## src/rtl/decode_imm_ctrl_pkg.sv

```systemverilog
// Shared opcode constants, immediate-format and skid-state enums for the decode controller.
package decode_imm_ctrl_pkg;

    localparam logic [6:0] OPC_OP_IMM = 7'b0010011;
    localparam logic [6:0] OPC_LOAD   = 7'b0000011;
    localparam logic [6:0] OPC_STORE  = 7'b0100011;
    localparam logic [6:0] OPC_LUI    = 7'b0110111;
    localparam logic [6:0] OPC_AUIPC  = 7'b0010111;
    localparam logic [6:0] OPC_JALR   = 7'b1100111;
    localparam logic [6:0] OPC_OP     = 7'b0110011;
    localparam logic [6:0] OPC_BRANCH = 7'b1100011;
    localparam logic [6:0] OPC_JAL    = 7'b1101111;

    typedef enum logic [1:0] {
        IMM_I     = 2'b00,
        IMM_SHAMT = 2'b01,
        IMM_S     = 2'b10,
        IMM_U     = 2'b11
    } imm_type_e;

    typedef enum logic [1:0] {
        ST_EMPTY = 2'b00,
        ST_ONE   = 2'b01,
        ST_FULL  = 2'b10
    } skid_state_e;

endpackage

```

## src/rtl/decode_imm_ctrl_if.sv

```systemverilog
// Fetch, immediate-generator and execute-side signals of the decode controller.
// master is the controller's view; slave is the surrounding pipeline's view.
interface decode_imm_ctrl_if #(
    parameter int DATA_WIDTH   = 64,
    parameter int INST_WIDTH   = 32,
    parameter int IMM_TYPE_NUM = 4
);
    localparam int IMM_W = $clog2(IMM_TYPE_NUM);

    logic                  if_valid;
    logic                  if_ready;
    logic [INST_WIDTH-1:0] if_inst;
    logic [DATA_WIDTH-1:0] if_pc;

    logic [INST_WIDTH-1:0] gen_inst;
    logic [IMM_W-1:0]      gen_imm_type;
    logic [DATA_WIDTH-1:0] gen_imm;

    logic                  id_valid;
    logic                  id_ready;
    logic [INST_WIDTH-1:0] id_inst;
    logic [DATA_WIDTH-1:0] id_pc;
    logic [DATA_WIDTH-1:0] id_imm;
    logic                  id_uses_imm;
    logic                  id_illegal;

    modport master (
        input  if_valid, if_inst, if_pc, gen_imm, id_ready,
        output if_ready, gen_inst, gen_imm_type,
               id_valid, id_inst, id_pc, id_imm, id_uses_imm, id_illegal
    );

    modport slave (
        output if_valid, if_inst, if_pc, gen_imm, id_ready,
        input  if_ready, gen_inst, gen_imm_type,
               id_valid, id_inst, id_pc, id_imm, id_uses_imm, id_illegal
    );
endinterface

```

## src/rtl/decode_imm_ctrl_class.sv

```systemverilog
// Pure combinational opcode/funct3 classifier selecting immediate format and operand-B source.
module decode_imm_class
    import decode_imm_ctrl_pkg::*;
(
    input  logic [6:0] opcode_i,
    input  logic [2:0] funct3_i,
    output imm_type_e  imm_type_o,
    output logic       uses_imm_o,
    output logic       illegal_o
);

    always_comb begin
        imm_type_o = IMM_I;
        uses_imm_o = 1'b0;
        illegal_o  = 1'b0;
        case (opcode_i)
            OPC_OP_IMM: begin
                imm_type_o = (funct3_i == 3'b001 || funct3_i == 3'b101) ? IMM_SHAMT : IMM_I;
                uses_imm_o = 1'b1;
            end
            OPC_LOAD, OPC_JALR: begin
                imm_type_o = IMM_I;
                uses_imm_o = 1'b1;
            end
            OPC_STORE: begin
                imm_type_o = IMM_S;
                uses_imm_o = 1'b1;
            end
            OPC_LUI, OPC_AUIPC: begin
                imm_type_o = IMM_U;
                uses_imm_o = 1'b1;
            end
            // Branch offsets are computed by the branch unit, not operand B.
            OPC_OP, OPC_BRANCH, OPC_JAL: begin
                imm_type_o = IMM_I;
                uses_imm_o = 1'b0;
            end
            default: illegal_o = 1'b1;
        endcase
    end

endmodule

```

## src/rtl/decode_imm_ctrl.sv

```systemverilog
// Decode-stage controller: 2-entry skid buffer, opcode classification and immediate-generator drive.
// Optional performance counters enabled by defining DECODE_PERF_EN.
module decode_imm_ctrl
    import decode_imm_ctrl_pkg::*;
#(
    parameter int DATA_WIDTH   = 64,
    parameter int INST_WIDTH   = 32,
    parameter int IMM_TYPE_NUM = 4
)(
    input  logic               clk,
    input  logic               rst,
    input  logic               flush_i,
    decode_imm_ctrl_if.master  bus
`ifdef DECODE_PERF_EN
    ,
    output logic [31:0]        perf_stall_cnt_o,
    output logic [31:0]        perf_illegal_cnt_o
`endif
);

    localparam int IMM_W = $clog2(IMM_TYPE_NUM);

    skid_state_e           state_q, state_d;
    logic [INST_WIDTH-1:0] headInst_q, headInst_d;
    logic [DATA_WIDTH-1:0] headPc_q, headPc_d;
    logic [INST_WIDTH-1:0] skidInst_q, skidInst_d;
    logic [DATA_WIDTH-1:0] skidPc_q, skidPc_d;
    logic                  ifReady_q;

    logic                  headValid;
    logic                  accept;
    logic                  retire;
    imm_type_e             classType;
    logic                  classUsesImm;
    logic                  classIllegal;

    assign headValid = (state_q != ST_EMPTY);
    assign accept    = bus.if_valid && ifReady_q;
    assign retire    = headValid && bus.id_ready;

    always_comb begin
        state_d    = state_q;
        headInst_d = headInst_q;
        headPc_d   = headPc_q;
        skidInst_d = skidInst_q;
        skidPc_d   = skidPc_q;
        // Flush drops any accept; a concurrent retire has already been seen by execute.
        if (flush_i) begin
            state_d    = ST_EMPTY;
            headInst_d = '0;
            headPc_d   = '0;
        end else begin
            case (state_q)
                ST_EMPTY: begin
                    if (accept) begin
                        state_d    = ST_ONE;
                        headInst_d = bus.if_inst;
                        headPc_d   = bus.if_pc;
                    end
                end
                ST_ONE: begin
                    if (accept && retire) begin
                        headInst_d = bus.if_inst;
                        headPc_d   = bus.if_pc;
                    end else if (accept) begin
                        state_d    = ST_FULL;
                        skidInst_d = bus.if_inst;
                        skidPc_d   = bus.if_pc;
                    end else if (retire) begin
                        state_d    = ST_EMPTY;
                        headInst_d = '0;
                        headPc_d   = '0;
                    end
                end
                ST_FULL: begin
                    if (retire) begin
                        state_d    = ST_ONE;
                        headInst_d = skidInst_q;
                        headPc_d   = skidPc_q;
                    end
                end
                default: state_d = ST_EMPTY;
            endcase
        end
    end

    // if_ready is registered from next state so id_ready never reaches it combinationally.
    always_ff @(posedge clk or posedge rst) begin
        if (rst) begin
            state_q    <= ST_EMPTY;
            headInst_q <= '0;
            headPc_q   <= '0;
            skidInst_q <= '0;
            skidPc_q   <= '0;
            ifReady_q  <= 1'b1;
        end else begin
            state_q    <= state_d;
            headInst_q <= headInst_d;
            headPc_q   <= headPc_d;
            skidInst_q <= skidInst_d;
            skidPc_q   <= skidPc_d;
            ifReady_q  <= (state_d != ST_FULL);
        end
    end

    decode_imm_class uClass (
        .opcode_i   (headInst_q[6:0]),
        .funct3_i   (headInst_q[14:12]),
        .imm_type_o (classType),
        .uses_imm_o (classUsesImm),
        .illegal_o  (classIllegal)
    );

    assign bus.if_ready     = ifReady_q;
    assign bus.gen_inst     = headInst_q;
    assign bus.gen_imm_type = headValid ? IMM_W'(classType) : '0;
    assign bus.id_valid     = headValid;
    assign bus.id_inst      = headInst_q;
    assign bus.id_pc        = headPc_q;
    assign bus.id_imm       = bus.gen_imm;
    assign bus.id_uses_imm  = headValid && classUsesImm;
    assign bus.id_illegal   = headValid && classIllegal;

`ifdef DECODE_PERF_EN
    logic [31:0] perfStall_q;
    logic [31:0] perfIllegal_q;

    // Both counters saturate rather than wrap; only reset clears them.
    always_ff @(posedge clk or posedge rst) begin
        if (rst) begin
            perfStall_q   <= '0;
            perfIllegal_q <= '0;
        end else begin
            if (headValid && !bus.id_ready && perfStall_q != 32'hFFFF_FFFF)
                perfStall_q <= perfStall_q + 32'd1;
            if (retire && bus.id_illegal && perfIllegal_q != 32'hFFFF_FFFF)
                perfIllegal_q <= perfIllegal_q + 32'd1;
        end
    end

    assign perf_stall_cnt_o   = perfStall_q;
    assign perf_illegal_cnt_o = perfIllegal_q;
`endif

endmodule
```

## src/flat_wrapper.sv

```systemverilog
// flat-port wrapper written by rule: the top's interface ports become plain ports
module decode_imm_ctrl_flat import decode_imm_ctrl_pkg::*;
#(
    parameter int DATA_WIDTH   = 64,
    parameter int INST_WIDTH   = 32,
    parameter int IMM_TYPE_NUM = 4
)
  (clk, rst, flush_i, bus_if_valid, bus_if_inst, bus_if_pc, bus_gen_imm, bus_id_ready, bus_if_ready, bus_gen_inst, bus_gen_imm_type, bus_id_valid, bus_id_inst, bus_id_pc, bus_id_imm, bus_id_uses_imm, bus_id_illegal);
  decode_imm_ctrl_if #(.DATA_WIDTH(DATA_WIDTH), .INST_WIDTH(INST_WIDTH), .IMM_TYPE_NUM(IMM_TYPE_NUM)) bus_i ();
  input  logic clk;
  input  logic rst;
  input  logic flush_i;
  input wire logic [$bits(bus_i.if_valid)-1:0] bus_if_valid;
  input wire logic [$bits(bus_i.if_inst)-1:0] bus_if_inst;
  input wire logic [$bits(bus_i.if_pc)-1:0] bus_if_pc;
  input wire logic [$bits(bus_i.gen_imm)-1:0] bus_gen_imm;
  input wire logic [$bits(bus_i.id_ready)-1:0] bus_id_ready;
  output wire logic [$bits(bus_i.if_ready)-1:0] bus_if_ready;
  output wire logic [$bits(bus_i.gen_inst)-1:0] bus_gen_inst;
  output wire logic [$bits(bus_i.gen_imm_type)-1:0] bus_gen_imm_type;
  output wire logic [$bits(bus_i.id_valid)-1:0] bus_id_valid;
  output wire logic [$bits(bus_i.id_inst)-1:0] bus_id_inst;
  output wire logic [$bits(bus_i.id_pc)-1:0] bus_id_pc;
  output wire logic [$bits(bus_i.id_imm)-1:0] bus_id_imm;
  output wire logic [$bits(bus_i.id_uses_imm)-1:0] bus_id_uses_imm;
  output wire logic [$bits(bus_i.id_illegal)-1:0] bus_id_illegal;
  assign bus_i.if_valid = bus_if_valid;
  assign bus_i.if_inst = bus_if_inst;
  assign bus_i.if_pc = bus_if_pc;
  assign bus_i.gen_imm = bus_gen_imm;
  assign bus_i.id_ready = bus_id_ready;
  assign bus_if_ready = bus_i.if_ready;
  assign bus_gen_inst = bus_i.gen_inst;
  assign bus_gen_imm_type = bus_i.gen_imm_type;
  assign bus_id_valid = bus_i.id_valid;
  assign bus_id_inst = bus_i.id_inst;
  assign bus_id_pc = bus_i.id_pc;
  assign bus_id_imm = bus_i.id_imm;
  assign bus_id_uses_imm = bus_i.id_uses_imm;
  assign bus_id_illegal = bus_i.id_illegal;
  decode_imm_ctrl #(.DATA_WIDTH(DATA_WIDTH), .INST_WIDTH(INST_WIDTH), .IMM_TYPE_NUM(IMM_TYPE_NUM)) u_core (.clk(clk), .rst(rst), .flush_i(flush_i), .bus(bus_i));
endmodule
```

## config.mk

```make
export PLATFORM = sky130hd
export DESIGN_NAME = decode_imm_ctrl_flat
export DESIGN_NICKNAME = d
export VERILOG_FILES = /design/src/rtl/decode_imm_ctrl_pkg.sv /design/src/rtl/decode_imm_ctrl_if.sv /design/src/rtl/decode_imm_ctrl_class.sv /design/src/rtl/decode_imm_ctrl.sv /design/src/flat_wrapper.sv
export SDC_FILE = /design/constraint.sdc
export NUM_CORES = 1
export LEC_CHECK = 0
export CORE_UTILIZATION = 40
export CTS_CLUSTER_SIZE = 28
export DETAILED_ROUTE_END_ITERATION = 8
export PLACE_DENSITY = 0.78
export SYNTH_ARGS = -nofsm -noshare
export SYNTH_HDL_FRONTEND = slang
export SYNTH_HIERARCHICAL = 1
export SYNTH_SLANG_ARGS = --single-unit
```

## constraint.sdc

```tcl
create_clock -name clk -period 6.3 [get_ports clk]
set_input_delay 0.945 -clock clk [delete_from_list [all_inputs] [get_ports clk]]
set_output_delay 0.945 -clock clk [all_outputs]
set_load 0.01 [all_outputs]
```

==> run_results.csv <==
group,metric,value,unit
floorplanning,num_rows,54,
detailed_routing,drtIter0Drc,434,
detailed_routing,firstDrtPassIters,9,
sta,final.hold.worst_slack,0.4872,ns
sta,grt_setup_unrepaired,"false",
sta,timing_hold_violations_final,0,
detailed_routing,vias_per_cell,5.685,
yosys,post_synthesis_average_cell_area,11.42,sq um
yosys,synth_adder_area_share,0.005541,
detailed_routing,wirelength_met1,9555,microns
layout,design.final.nets,1061,
layout,layout.cells.non_filler,1185,
detailed_routing,dr_total_vias,6737,
detailed_routing,met2_length,12220,microns
global_route,grt_start_max_net_pins,136,
setup_path,number_of_logic_stages_on_the_critical_path_including_buffering,5,
floorplanning,std_cell_core_area,0.02196,sq mm
pwr,static-leakage-power,4.687,nW
hold_path,min-delay-path-class,"register to register",
flow_run,max-cap-violations,0,
setup_path,setup.worst_path.start,"u_core/bus.gen_inst[4]",
sta,finalWorstPathRequiredPeriod,3.408,ns
yosys,yosys.cell_types.count,41,
global_route,grt_pass1_wl,38670,microns
sta,fin_setup_tns,0,ns
sta,slew_headroom,0.2002,
layout,layout.cells.most_common,"clkdlybuf4s50_1",
detailed_routing,postRouteAntennaNets,0,
yosys,synthesis.area,0.009032,sq mm
detailed_routing,wl_per_cell,20.42,microns
status,failed_checks,"design-rule violations",
floorplanning,dieArea,0.02319,sq mm
placed_design,post-dp-hpwl,14840,microns
setup_path,criticalPathCategory,"register to output pin",
clock_network,cts_inserted_buffers,17,
clock_network,clock_sink_count,195,
sta,setup_violations,0,
yosys,synth.mux.area_fraction,0.1208,
setup_path,timing.reg2reg.setup_slack,3.19,ns
placed_design,dp_worst_setup_slack,2.576,ns
setup_path,r2r-end,"u_core/bus.gen_inst[5]",
yosys,synth.yosys.seq_area_share,0.5404,
layout,layout-area-overhead-vs-synth,26.18,%
setup_path,crit_family,"simple AND/OR/NAND/NOR gates",
global_route,grt_antenna_before_repair,1,
setup_path,critical_path_buf_inv_count,1,
floorplanning,die_h,152.3,microns
layout,mostFrequentLayoutCells,"clkdlybuf4s50_1, dfrtp_1, nor2_1",
yosys,synth-seq-cells,195,
setup_path,critPathMaxFanout,8,
setup_path,timing.critical_path.required,5.35,ns
yosys,yosys_warnings,6,
clock_network,post_cts_buffers,0,
setup_path,slowest_stage,"clkdlybuf4s50_1",
clock_network,cts_tree,"done",
sta,timing.fmax,293.4,MHz
clock_network,worst_skew_pair.late_latency,0.43,ns
detailed_routing,top_layer_used,"met4",
clock_network,max-clock-path-buffers,2,
layout,drive_above_1_share,0.1150,
setup_path,r2r.worst_path.cells,7,
yosys,synth_xor_xnor_area_share,0,
setup_path,timing.critical_path.arrival,2.46,ns
sta,fin_ws,2.892,ns
yosys,synth_compound_gate_area_share,0.1058,
clock_network,cts.root.buffer_cell,"clkbuf_16",
clock_network,cts.clk_slew.worst_paths,0.07,ns
floorplanning,floorplan.initialDensity,0.4113,
yosys,synth_simple_gate_area_share,0.1139,
status,run_status,"complete, but fails checks",
setup_path,sort_of_element_at_the_end_of_the_critical_path,"output pin",
global_route,grt_overflow_total,0,
layout,fill_cells,1905,
setup_path,critical_path.cell_chain,"and2b_1 > or3_1 > a211oi_2 > nor2b_1 > clkdlybuf4s50_1",
detailed_routing,route.met3.wl,1757,microns
yosys,syn-num-nets,960,
placed_design,place.gp.congestion,0.7814,
setup_path,critical_path_destination,"bus_id_uses_imm",
global_route,total_track_usage,0.2100,
yosys,synthesis.instances,791,
sta,worst_pin_slew,1.200,ns
pwr,largest_voltage_drop_on_the_vdd_net,195.4,uV
setup_path,crit_path_max_incr_delay,0.60,ns
placed_design,post-place-cells,1153,
clock_network,cts_htree_levels,4,
setup_path,r2r-start,"u_core/state_q[0]",
detailed_routing,remaining_drc_errors,34,
clock_network,ctsHoldBuffers,0,
setup_path,startpoint_type,"register",
clock_network,postCtsResizedCells,0,
floorplanning,die_x,152.3,microns
sta,finalMaxSlewViolations,0,
sta,clock_skew,0.01459,ns
yosys,synth_top_family_by_area,"multiplexers",
pwr,power.density,416.0,mW/mm^2
sta,finalCritPeriodShare,0.5410,
placed_design,port_buffers,234,
detailed_routing,routed_wl,24200,microns
global_route,grt_pass1_vias,6885,
floorplanning,io_pins,363,
## worst min-delay path by stage
| stage | startpoint | endpoint | slack (ns) | cells after the start |
|---|---|---|---|---|
| after floorplan | u_core/skidInst_q[0] | u_core/skidInst_q[0] | 0.46 | 1 |
| after global placement | u_core/skidInst_q[24] | u_core/skidInst_q[24] | 0.47 | 1 |
| after detailed placement | u_core/skidInst_q[4] | u_core/skidInst_q[4] | 0.47 | 1 |
| after CTS | u_core/skidInst_q[21] | u_core/skidInst_q[21] | 0.49 | 1 |
| after global routing | u_core/skidInst_q[29] | u_core/skidInst_q[29] | 0.50 | 1 |
| final | u_core/skidInst_q[3] | u_core/skidInst_q[3] | 0.49 | 1 |
## flip-flops by register name (all words and copies together) (netlist names)
register / cells
u_core/bus.gen_inst: 32
u_core/bus.id_pc: 64
u_core/bus.if_ready: 1
u_core/skidInst_q: 32
u_core/skidPc_q: 64
u_core/state_q: 2
## kinds of logic (layout without fill, tap and decap cells)
group                      after synthesis  in the layout
and+or+nand+nor                        222            222
AOI/OAI and AO/OA                      109            109
DFF                                    195            195
muxes                                   97             97
adders and majority gates                4              4
other                                    0              1
buffers and inverters                  164            277
## power by group
group          internal, mW  switching (mW)  leakage (nW)  total (mW)
Clock                 0.571           0.516         0.285        1.09
Sequential             1.72           0.291          2.47        2.01
Combinational         0.857           0.787          1.93        1.64
Total                  3.15            1.59          4.69        4.74
## Yosys cell counts (all sizes together)
master   instances  share of area
a211oi           1         0.0014
a21o             1        0.00083
a21oi            1        0.00055
a221oi          95          0.092
a22o             1        0.00097
a22oi            1        0.00083
a2bb2oi          2         0.0026
a311oi           2         0.0019
a31oi            1        0.00069
and2             1        0.00069
and2b            2         0.0017
and3             1        0.00069
and3b            1        0.00097
buf            126          0.098
clkbuf          33          0.014
dfrtp          194           0.54
dfstp            1         0.0029
ha               4         0.0055
inv              5         0.0021
mux2            96           0.12
mux2i            1         0.0011
nand2            3         0.0012
nand2b           2         0.0014
nand3            4         0.0022
nand4bb          1         0.0012
nor2            98          0.041
nor2b            6         0.0044
nor3            97          0.054
nor3b            1        0.00083
nor4             1        0.00069
o21ai            2         0.0015
o22ai            1        0.00069
o2bb2ai          1         0.0017
or2              1        0.00069
or3              3         0.0021
## per-stage QoR
| step | util | cell area, sq um | total power [mW] |
|---|---|---|---|
| 2_1_floorplan | - | 9032 | 2.994 |
| 3_3_place_gp | 0.4925 | 10820 | 3.610 |
| 3_5_place_dp | 0.4925 | 10820 | 3.682 |
| 4_1_cts | 0.5189 | 11390 | 4.786 |
| 5_1_grt | 0.5190 | 11400 | 5.013 |
| 6_report | 0.5190 | 11400 | 4.741 |
## layer usage
metal / global-route usage / vias to the layer above
met1: 0.2596 / 3441
met4: 0.08989 / 0
met5: 0 / -
met3: 0.05603 / 44
met2: 0.3467 / 278
li1: - / 2974
## cell type report
type / instances / area [sq um] / area share
well taps: 280 / 350.3 / 0.03074
diodes: 1 / 2.502 / 0.0002196
flip-flops and latches: 195 / 4881 / 0.4283
clock inverters: 13 / 140.1 / 0.01230
clock buffers: 18 / 439.2 / 0.03853
repair buffers: 241 / 2392 / 0.2099
multi-input cells: 432 / 3166 / 0.2777
inverters: 5 / 26.28 / 0.002305
Note: power is estimated with default switching activity, not from simulation.
